## config.mk

```make
export PLATFORM = sky130hd
export DESIGN_NAME = ex_in_conditioner
export DESIGN_NICKNAME = d
export VERILOG_FILES = /design/src/rtl/ex_in_pkg.sv /design/src/rtl/ex_in_debounce_bit.sv /design/src/rtl/ex_in_conditioner.sv
export SDC_FILE = /design/constraint.sdc
export NUM_CORES = 1
export LEC_CHECK = 0
export CELL_PAD_IN_SITES_DETAIL_PLACEMENT = 1
export CELL_PAD_IN_SITES_GLOBAL_PLACEMENT = 2
export CORE_ASPECT_RATIO = 1.1
export CORE_MARGIN = 3
export CORE_UTILIZATION = 39
export DETAILED_ROUTE_END_ITERATION = 7
export PLACE_DENSITY = 0.8
export RECOVER_POWER = 50
export REMOVE_ABC_BUFFERS = 1
export SYNTH_ARGS = -nofsm -noshare
export SYNTH_HDL_FRONTEND = slang
export SYNTH_SLANG_ARGS = --single-unit
```

## constraint.sdc

```tcl
create_clock -name clk_i -period 7.6 [get_ports clk_i]
set_input_delay 1.52 -clock clk_i [delete_from_list [all_inputs] [get_ports clk_i]]
set_output_delay 1.52 -clock clk_i [all_outputs]
set_load 0.1 [all_outputs]
```

## src/rtl/ex_in_pkg.sv

```systemverilog
// Shared definitions for the external-input conditioner: debounce length
// calculation and the per-bit debounce state.
package ex_in_pkg;

  typedef enum logic {
    STABLE  = 1'b0,
    PENDING = 1'b1
  } db_state_e;

  // Cycles an input must hold steady before the debounced level follows it.
  function automatic int debounce_cycles(input int clk_hz, input int us);
    int cycles;
    cycles = (clk_hz / 1000000) * us;
    return (cycles < 1) ? 1 : cycles;
  endfunction

endpackage

```

## src/rtl/ex_in_debounce_bit.sv

```systemverilog
// One external input bit: two-flop synchronizer, stability counter, debounced
// level and registered rise/fall pulses.
module ex_in_debounce_bit
  import ex_in_pkg::*;
#(
  parameter int DebounceCycles = 4
) (
  input  logic clk_i,
  input  logic reset_i,
  input  logic pin_i,
  output logic level_o,
  output logic rise_o,
  output logic fall_o
);

  localparam int CntW = $clog2(DebounceCycles + 1);
  localparam logic [CntW-1:0] TermCnt = CntW'(DebounceCycles - 1);

  logic            sync1_q, sync2_q;
  logic            level_q, level_d;
  logic            rise_q, rise_d;
  logic            fall_q, fall_d;
  logic [CntW-1:0] cnt_q, cnt_d;
  db_state_e       state;

  always_comb begin
    state   = (sync2_q != level_q) ? PENDING : STABLE;
    cnt_d   = '0;
    level_d = level_q;
    rise_d  = 1'b0;
    fall_d  = 1'b0;
    if (state == PENDING) begin
      if (cnt_q == TermCnt) begin
        level_d = sync2_q;
        rise_d  = sync2_q;
        fall_d  = ~sync2_q;
      end else begin
        cnt_d = cnt_q + CntW'(1);
      end
    end
  end

  always_ff @(posedge clk_i or posedge reset_i) begin
    if (reset_i) begin
      sync1_q <= 1'b0;
      sync2_q <= 1'b0;
      level_q <= 1'b0;
      rise_q  <= 1'b0;
      fall_q  <= 1'b0;
      cnt_q   <= '0;
    end else begin
      sync1_q <= pin_i;
      sync2_q <= sync1_q;
      level_q <= level_d;
      rise_q  <= rise_d;
      fall_q  <= fall_d;
      cnt_q   <= cnt_d;
    end
  end

  assign level_o = level_q;
  assign rise_o  = rise_q;
  assign fall_o  = fall_q;

endmodule

```

## src/rtl/ex_in_conditioner.sv

```systemverilog
// Conditions raw external pins into debounced levels, edge pulses and sticky
// event flags. Define EX_IN_EVENT_LATCH_EN to build event_o/irq_o/clear_i.
module ex_in_conditioner
  import ex_in_pkg::*;
#(
  parameter int FPGAClkSpeed = 50000000,
  parameter int DebounceUs   = 1000,
  parameter int data_width   = 8
) (
  input  logic                  clk_i,
  input  logic                  reset_i,
  input  logic [data_width-1:0] ex_data_i,
  input  logic [data_width-1:0] clear_i,
  output logic [data_width-1:0] ex_data_o,
  output logic [data_width-1:0] rise_o,
  output logic [data_width-1:0] fall_o,
  output logic [data_width-1:0] event_o,
  output logic                  irq_o
);

  localparam int DebounceCycles = debounce_cycles(FPGAClkSpeed, DebounceUs);

  for (genvar gi = 0; gi < data_width; gi++) begin : g_bit
    ex_in_debounce_bit #(
      .DebounceCycles(DebounceCycles)
    ) u_bit (
      .clk_i   (clk_i),
      .reset_i (reset_i),
      .pin_i   (ex_data_i[gi]),
      .level_o (ex_data_o[gi]),
      .rise_o  (rise_o[gi]),
      .fall_o  (fall_o[gi])
    );
  end

`ifdef EX_IN_EVENT_LATCH_EN
  logic [data_width-1:0] event_q, event_d;

  // A new edge beats a simultaneous clear so no event is ever lost.
  always_comb begin
    event_d = (event_q & ~clear_i) | rise_o | fall_o;
  end

  always_ff @(posedge clk_i or posedge reset_i) begin
    if (reset_i) begin
      event_q <= '0;
    end else begin
      event_q <= event_d;
    end
  end

  assign event_o = event_q;
  assign irq_o   = |event_q;
`else
  logic [data_width-1:0] unused_clear;
  assign unused_clear = clear_i;
  assign event_o      = '0;
  assign irq_o        = 1'b0;
`endif

endmodule

```

==> run metrics, run 1 <==
Synth async-reset ratio=100%; worst min-delay path class=reg -> reg; hold endpoint=g_bit[4].u_bit.sync2_q; First-pass DRT Iterations=4; Reg clk slew, reported paths=70 ps; worst-case clock buffer depth=2; register bit count reported by yosys=168; CP required=6080 ps; Worst-Margin Slew=2290 ps; first-pass GRT wire length=27,500 um; CP top delay family=buffers and inverters; post-CTS sizing=0; Critical path origin=g_bit[2].u_bit.level_o; worst r2r dst=g_bit[0].u_bit.cnt_q[5]; Leak=0.00350 uW; hold depth=0; most common cell after layout, fill and taps aside=dfrtp_1; Crit Path Category=reg -> out; Final TNS setup=0 ps; sw frac=22.6%; RSZ-0062 raised after global routing=no; Final Hold Viols=0; DRC viols=0; Pwr Density=220 mW/mm2; Buf/Inv on CP=1; gpl congestion=0.805; crit end category=output pin; clock network power share=48.6%; num rows=53; Critical Path, Cell by Cell=clkdlybuf4s50_1; GR Overflow Total=0; worst vdd ir=153 uV; CP max stage delay=1170 ps; Pins Over Slew Limit=16; nets=787; FILL cells=2,154; CP max-delay cell=clkdlybuf4s50_1; die outline width=141 um; Highest Signal Layer=met4; post-route ant nets=0; initial antenna violation count=0; Via density=5.16; vias in the first global route=5,727; H-tree depth=4; Post-synth EDFFs=0; M1 wire length=7380 um; crit path max fanout=5; DIE AREA=0.0217 mm2; P_int=1500 uW; final setup vio count=0; Logic pwr share=3.6%; Hold Buf Count CTS=0; crit path launch type=register; cell count after synthesis=740; PortBufs=33; Antenna diodes=0; failing checks=capacitance limit, slew limit; Initial Utilization=40.2%; CTS buffer count=17; layout cells sized above 1=5.81%; Synth Area per Inst=10.5 um2; min cycle time layout=3540 ps; Yosys cell types=40; Die H=154 um; Pwr Total=1930 uW; r2r worst-path depth=4; net switching power=437 uW; Max Freq=283 MHz; detailed-route wire length=15,600 um; Rel. slew slack=-54.5%; wire per inst=15.3 um; Layout area overhead=12.8%; CORE AREA=0.0194 mm2; largest net degree at the start of global routing=103; CTS tree=built; # IOs=51; DP Wirelength=10,400 um; vias=5,269; status=finished with violations; Setup Fix Bufs, Post-CTS=0; R2R Setup Slk=4370 ps; Root Buffer Master=clkbuf_16; total global-route track usage=15.2%; met3 WL=373 um; YS warnings=0; max cap viols=1; final cycle utilization of the critical path=46.5%; share of the yosys chip area belonging to registers=54.0%; clock skew=8.24 ps; Worst R2R Start=g_bit[0].u_bit.cnt_q[12]; top_reg_cell synth=dfrtp_1; Detailed Route Iter0 Violations=189; Skew-Pair Late Insertion Delay=430 ps; clock sink count=168; Seq pwr share=47.7%; CP arrival=2020 ps; mapped cell area=0.00779 mm2; Worst Min Path Start=g_bit[4].u_bit.sync1_q; most frequent cells in the layout=dfrtp_1, nor2_1, xnor2_1; metal2 WL=7710 um
[metrics by stage]
stage / utilization [%] / area, um2 / worst slack [ps] / cells / hold slack [ps]
global route: 45.4 / 8790 / 3980 / 1021 / 357
detailed placement: 42.3 / 8190 / 3950 / 989 / 336
global placement: 42.3 / 8190 / 4040 / 989 / 332
floorplan: - / 7530 / 1530 / 707 / 331
finish: 45.4 / 8790 / 4060 / 1021 / 349
CTS: 45.6 / 8840 / 4040 / 1021 / 352
[sequential cells by signal, summed over array words and instances (netlist names)]
name	count
g_bit.u_bit.sync2_q	8
g_bit.u_bit.cnt_q	128
g_bit.u_bit.rise_o	8
g_bit.u_bit.level_o	8
g_bit.u_bit.sync1_q	8
g_bit.u_bit.fall_o	8
[logic make-up after synthesis]
kind of cell | synth area share (%)
multiplexers | 1.20
other | 0.0481
flip-flops | 54.0
adder cells (fa/ha/maj) | 1.28
XOR/XNOR | 13.3
AO/OA/AOI/OAI | 0.883
AND/OR/NAND/NOR | 24.5
buffers and inverters | 4.82
[worst max path at each step]
stage / end / slack [ps] / cells after the start
2_1_floorplan: g_bit[0].u_bit.cnt_q[0] / 1530 / 1
3_3_place_gp: g_bit[1].u_bit.level_o / 4040 / 3
3_5_place_dp: g_bit[1].u_bit.level_o / 3950 / 3
4_1_cts: ex_data_o[2] / 4040 / 1
5_1_grt: ex_data_o[2] / 3980 / 1
6_report: ex_data_o[2] / 4060 / 1
[cell usage after synthesis (2+ instances only)]
master / instances / area, um2
dfrtp_1: 168 / 4200
and3_1: 10 / 62.6
or4_1: 2 / 15.0
nand3_2: 2 / 20.0
mux2_1: 2 / 22.5
buf_4: 33 / 248
buf_2: 3 / 15.0
inv_1: 23 / 86.3
nor3b_1: 17 / 128
nand4_1: 31 / 194
nor4bb_1: 8 / 80.1
nand4b_1: 2 / 17.5
or3_1: 2 / 12.5
nor3_1: 29 / 145
nand4bb_1: 2 / 22.5
o31ai_1: 2 / 15.0
a21oi_1: 2 / 10.0
nor4_1: 30 / 188
xnor2_1: 94 / 823
nor4b_1: 7 / 61.3
nand3_1: 42 / 210
clkbuf_1: 4 / 15.0
nor2_1: 141 / 529
xor2_1: 24 / 210
or4_4: 3 / 33.8
mux2_2: 5 / 56.3
ha_1: 8 / 100
or2_2: 2 / 12.5
nand2_1: 30 / 113
and4_1: 2 / 17.5
[cell type report]
cell class              instances  area (um2)  share of cell area, %
clock inverters                12         190                   2.16
flip-flops and latches        168        4200                   47.8
inverters                      23        91.3                   1.04
well taps                     247         309                   3.52
clock buffers                  20         457                   5.20
repair buffers                 35         345                   3.93
multi-input cells             516        3190                   36.3
[per-layer routing]
layer,GRT usage [%],vias to the layer above
met5,0,-
met4,5.31,0
met3,3.12,12
met2,25.5,59
met1,19.5,2659
li1,-,2539
[power groups by stage]
stage	Sequential (uW)	Clock (uW)	Combinational, uW
finish	924	940	70.6
detailed placement	940	0	74.5
floorplan	936	0	55.8
global route	925	1010	80.4
global placement	939	0	72.2
CTS	924	966	75.0
Note: power is estimated with default switching activity, not from simulation.
==> inputs of run 2 (changes only) <==
clock period = 3.68 ns   (was 7.6 ns; I/O delays follow)
==> run metrics, run 2 (synthesis results as in run 1) <==
most common cell after layout, fill and taps aside=dfrtp_1; worst min-delay path class=reg -> reg; max cap viols=1; Rel. slew slack=-9.27%; layout cells sized above 1=6.72%; worst-case clock buffer depth=2; Pins Over Slew Limit=35; Via density=5.18; worst vdd ir=340 uV; CP required=4090 ps; final cycle utilization of the critical path=75.1%; Antenna diodes=0; num rows=53; # IOs=51; Reg clk slew, reported paths=60 ps; final setup vio count=0; dpl cells=991; largest net degree at the start of global routing=75; GR Overflow Total=0; clock sink count=168; Final Hold Viols=0; fin util=45.4%; post-CTS sizing=0; final cell count without fillers=1,021; Detailed Route Iter0 Violations=182; initial antenna violation count=0; vias in the first global route=5,829; CTS tree=built; crit path launch type=primary input; clock skew=8.77 ps; nets=789; largest register by flop count=g_bit.u_bit.cnt_q; CORE AREA=0.0194 mm2; most frequent cells in the layout=dfrtp_1, nor2_1, xnor2_1; Crit Path Category=in -> async; Root Buffer Master=clkbuf_16; DP Wirelength=10,700 um; CP arrival=3170 ps; status=finished with violations; failing checks=capacitance limit, slew limit; DRC viols=0; PortBufs=33; max reg flops=128; Pwr Density=435 mW/mm2; CP max stage delay=950 ps; Critical Path, Cell by Cell=dlygate4sd3_1 -> clkinvlp_2 -> clkbuf_2; Worst-Margin Slew=1630 ps; First-pass DRT Iterations=4; crit end category=async pin; CTS buffer count=17; min cycle time layout=2760 ps; total global-route track usage=15.4%; gpl congestion=0.784; Die H=154 um; Initial Utilization=40.2%; DIE AREA=0.0217 mm2; Pwr Total=3820 uW; CP max-delay cell=clkinvlp_2; H-tree depth=4; Skew-Pair Late Insertion Delay=420 ps; wire per inst=15.2 um; die outline width=141 um; hold slack=352 ps; Leak=0.00351 uW; detailed-route wire length=15,600 um; Max Freq=362 MHz; placed instance area=0.00822 mm2; Layout area overhead=12.9%; first-pass GRT wire length=28,000 um; Setup Fix Bufs, Post-CTS=0; crit path max fanout=38; RSZ-0062 raised after global routing=no; Final Cell Area=0.00879 mm2; vias=5,286; post-route ant nets=0; Hold Buf Count CTS=0
[run 2: path summary, 6_finish.rpt]
path,depth (start not counted),slack [ps],startpoint,to
setup reg to reg,5,1630,g_bit[6].u_bit.cnt_q[0],g_bit[6].u_bit.cnt_q[9]
min in group asynchronous,2,1170,reset_i,g_bit[3].u_bit.cnt_q[4]
setup / recovery,3,920,reset_i,g_bit[0].u_bit.level_o
hold reg to reg,0,350,g_bit[6].u_bit.sync1_q,g_bit[6].u_bit.sync2_q
max in group clk_i,1,920,g_bit[6].u_bit.level_o,ex_data_o[6]
hold / removal,0,350,g_bit[6].u_bit.sync1_q,g_bit[6].u_bit.sync2_q
[run 2: area by class of cell]
class	instances	area (um2)
fill	2147	10600
sequential	168	4200
multi-input combinational	516	3240
clock buffer	23	488
timing repair buffer	37	370
tap	247	309
clock inverter	7	93.8
inverter	23	87.6
[run 2: critical path, delay by kind of cell]
| kind | cells | cell delay, ps |
|---|---|---|
| buf+inv | 3 | 2400 |
[run 2: metal layers]
layer  global-route usage (%)  part of all wire, %
met5                        0                    0
met4                     4.25                  1.1
met3                     3.25                  2.3
met2                     26.7                   51
met1                     19.7                   45
[run 2: metrics by stage]
stage	setup slack, ps	setup TNS [ps]
after floorplan	-1600	-269260
after global placement	1390	0
after detailed placement	1360	0
after CTS	899	0
after global routing	490	0
final	916	0
[run 2: where the power goes]
group	internal, uW	switching (uW)
logic	36.2	116
registers	1880	30.8
clock network	1060	699
total	2980	846
==> inputs of run 3 (changes only) <==
CORE_UTILIZATION = 35   (was 39)
PLACE_DENSITY = 0.76   (was 0.8)
clock period = 2.3 ns   (was 3.68 ns; I/O delays follow)
==> run metrics, run 3 (synthesis results as in run 1) <==
wire per inst=14.6 um; Hold Buf Count CTS=0; CP arrival=2250 ps; Layout area overhead=13.2%; first-pass GRT wire length=27,800 um; most frequent cells in the layout=dfrtp_1, nor2_1, xnor2_1; CP max stage delay=560 ps; DP Worst Slack=382 ps; Initial Utilization=36.1%; RSZ-0062 raised after global routing=no; Setup Fix Bufs, Post-CTS=0; CTS tree=built; Critical Path, Cell by Cell=nor4_1 -> nand3_1 -> or4_4 -> mux2_1; final cycle utilization of the critical path=84.6%; detailed-route wire length=15,700 um; final setup vio count=0; DP Wirelength=10,600 um; max cap viols=0; PortBufs=33; Reg clk slew, reported paths=60 ps; First-pass DRT Iterations=4; max reg flops=128; worst-case clock buffer depth=2; r2r worst-path depth=4; # IOs=51; status=finished clean; CTS buffer count=17; clock skew=8.60 ps; clock sink count=168; crit end category=register; crit path max fanout=4; Max Freq=514 MHz; nets=797; Leak=0.00358 uW; Die H=162 um; worst vdd ir=493 uV; largest net degree at the start of global routing=41; total global-route track usage=13.9%; largest register by flop count=g_bit.u_bit.cnt_q; die outline width=148 um; Pwr Density=693 mW/mm2; Worst Slack Setup Final=354 ps; vias in the first global route=5,609; CORE AREA=0.0216 mm2; post-CTS sizing=0; hold depth=0; DIE AREA=0.0241 mm2; Final TNS setup=0 ps; Final Hold Viols=0; Pins Over Slew Limit=0; Via density=5.00; Detailed Route Iter0 Violations=206; H-tree depth=4; num rows=56; Worst-Margin Slew=1030 ps; GR Overflow Total=0; Rel. slew slack=31.2%; min cycle time layout=1950 ps; Crit Path Category=reg -> reg; fin util=40.9%; most common cell after layout, fill and taps aside=dfrtp_1; layout cells sized above 1=10.6%; gpl congestion=0.804; initial antenna violation count=0; placed instance area=0.00830 mm2; vias=5,367; CP max-delay cell=or4_4; worst min-delay path class=reg -> reg; crit path launch type=register; post-route ant nets=0; Root Buffer Master=clkbuf_16; Final Cell Area=0.00882 mm2; Antenna diodes=0; Skew-Pair Late Insertion Delay=420 ps; CP required=2600 ps; DRC viols=0
run 3: cell count changes in the layout (fill, tap and decap cells not counted):
| cell | change |
|---|---|
| buf_12 | -1 |
| buf_4 | +30 |
| clkbuf_1 | +2 |
| clkbuf_2 | +2 |
| clkbuf_8 | -3 |
| clkdlybuf4s50_1 | -24 |
| clkinv_4 | +1 |
| clkinvlp_2 | -1 |
| inv_6 | +3 |
run 3: final timing paths:
kind                                     startpoint                       to  slack [ps]
min reg2reg                  g_bit[0].u_bit.sync1_q   g_bit[0].u_bit.sync2_q         350
min in group asynchronous                   reset_i   g_bit[7].u_bit.sync1_q         520
max                        g_bit[3].u_bit.cnt_q[12]   g_bit[3].u_bit.level_o         350
min                          g_bit[0].u_bit.sync1_q   g_bit[0].u_bit.sync2_q         350
max in group asynchronous                   reset_i  g_bit[4].u_bit.cnt_q[2]         480
max reg2reg                g_bit[3].u_bit.cnt_q[12]   g_bit[3].u_bit.level_o         350
run 3: layout make-up:
class,instances,area [um2]
fill,2431,12800
clock inverter,10,120
timing repair buffer,45,349
clock buffer,21,450
inverter,23,91.3
tap,290,363
sequential,168,4200
multi-input combinational,516,3240
run 3: report_power, final:
part           leakage [uW]  internal, uW  total, uW  switching, uW
registers           0.00229          3000       3050           48.6
logic               0.00102          57.7        243            185
clock network      0.000274          1630       2810           1180
run 3: worst max-delay path: cells and delay by family, from the launching register on:
family           cells  cell delay (ps)
DFF                  1              420
muxes                1              330
and+or+nand+nor      3             1080
run 3: through the flow:
stage / hold WS, ps / instances / power (uW)
2_1_floorplan: 331 / 707 / 3280
3_3_place_gp: 335 / 1042 / 3360
3_5_place_dp: 336 / 1042 / 3370
4_1_cts: 352 / 1073 / 6240
5_1_grt: 358 / 1073 / 6390
6_report: 349 / 1073 / 6110
run 3: layer usage:
metal / share of wire [%] / track usage, %
met2: 48 / 23.2
met1: 48 / 18.5
met4: 0.94 / 3.40
met3: 2.8 / 3.23
met5: 0 / 0
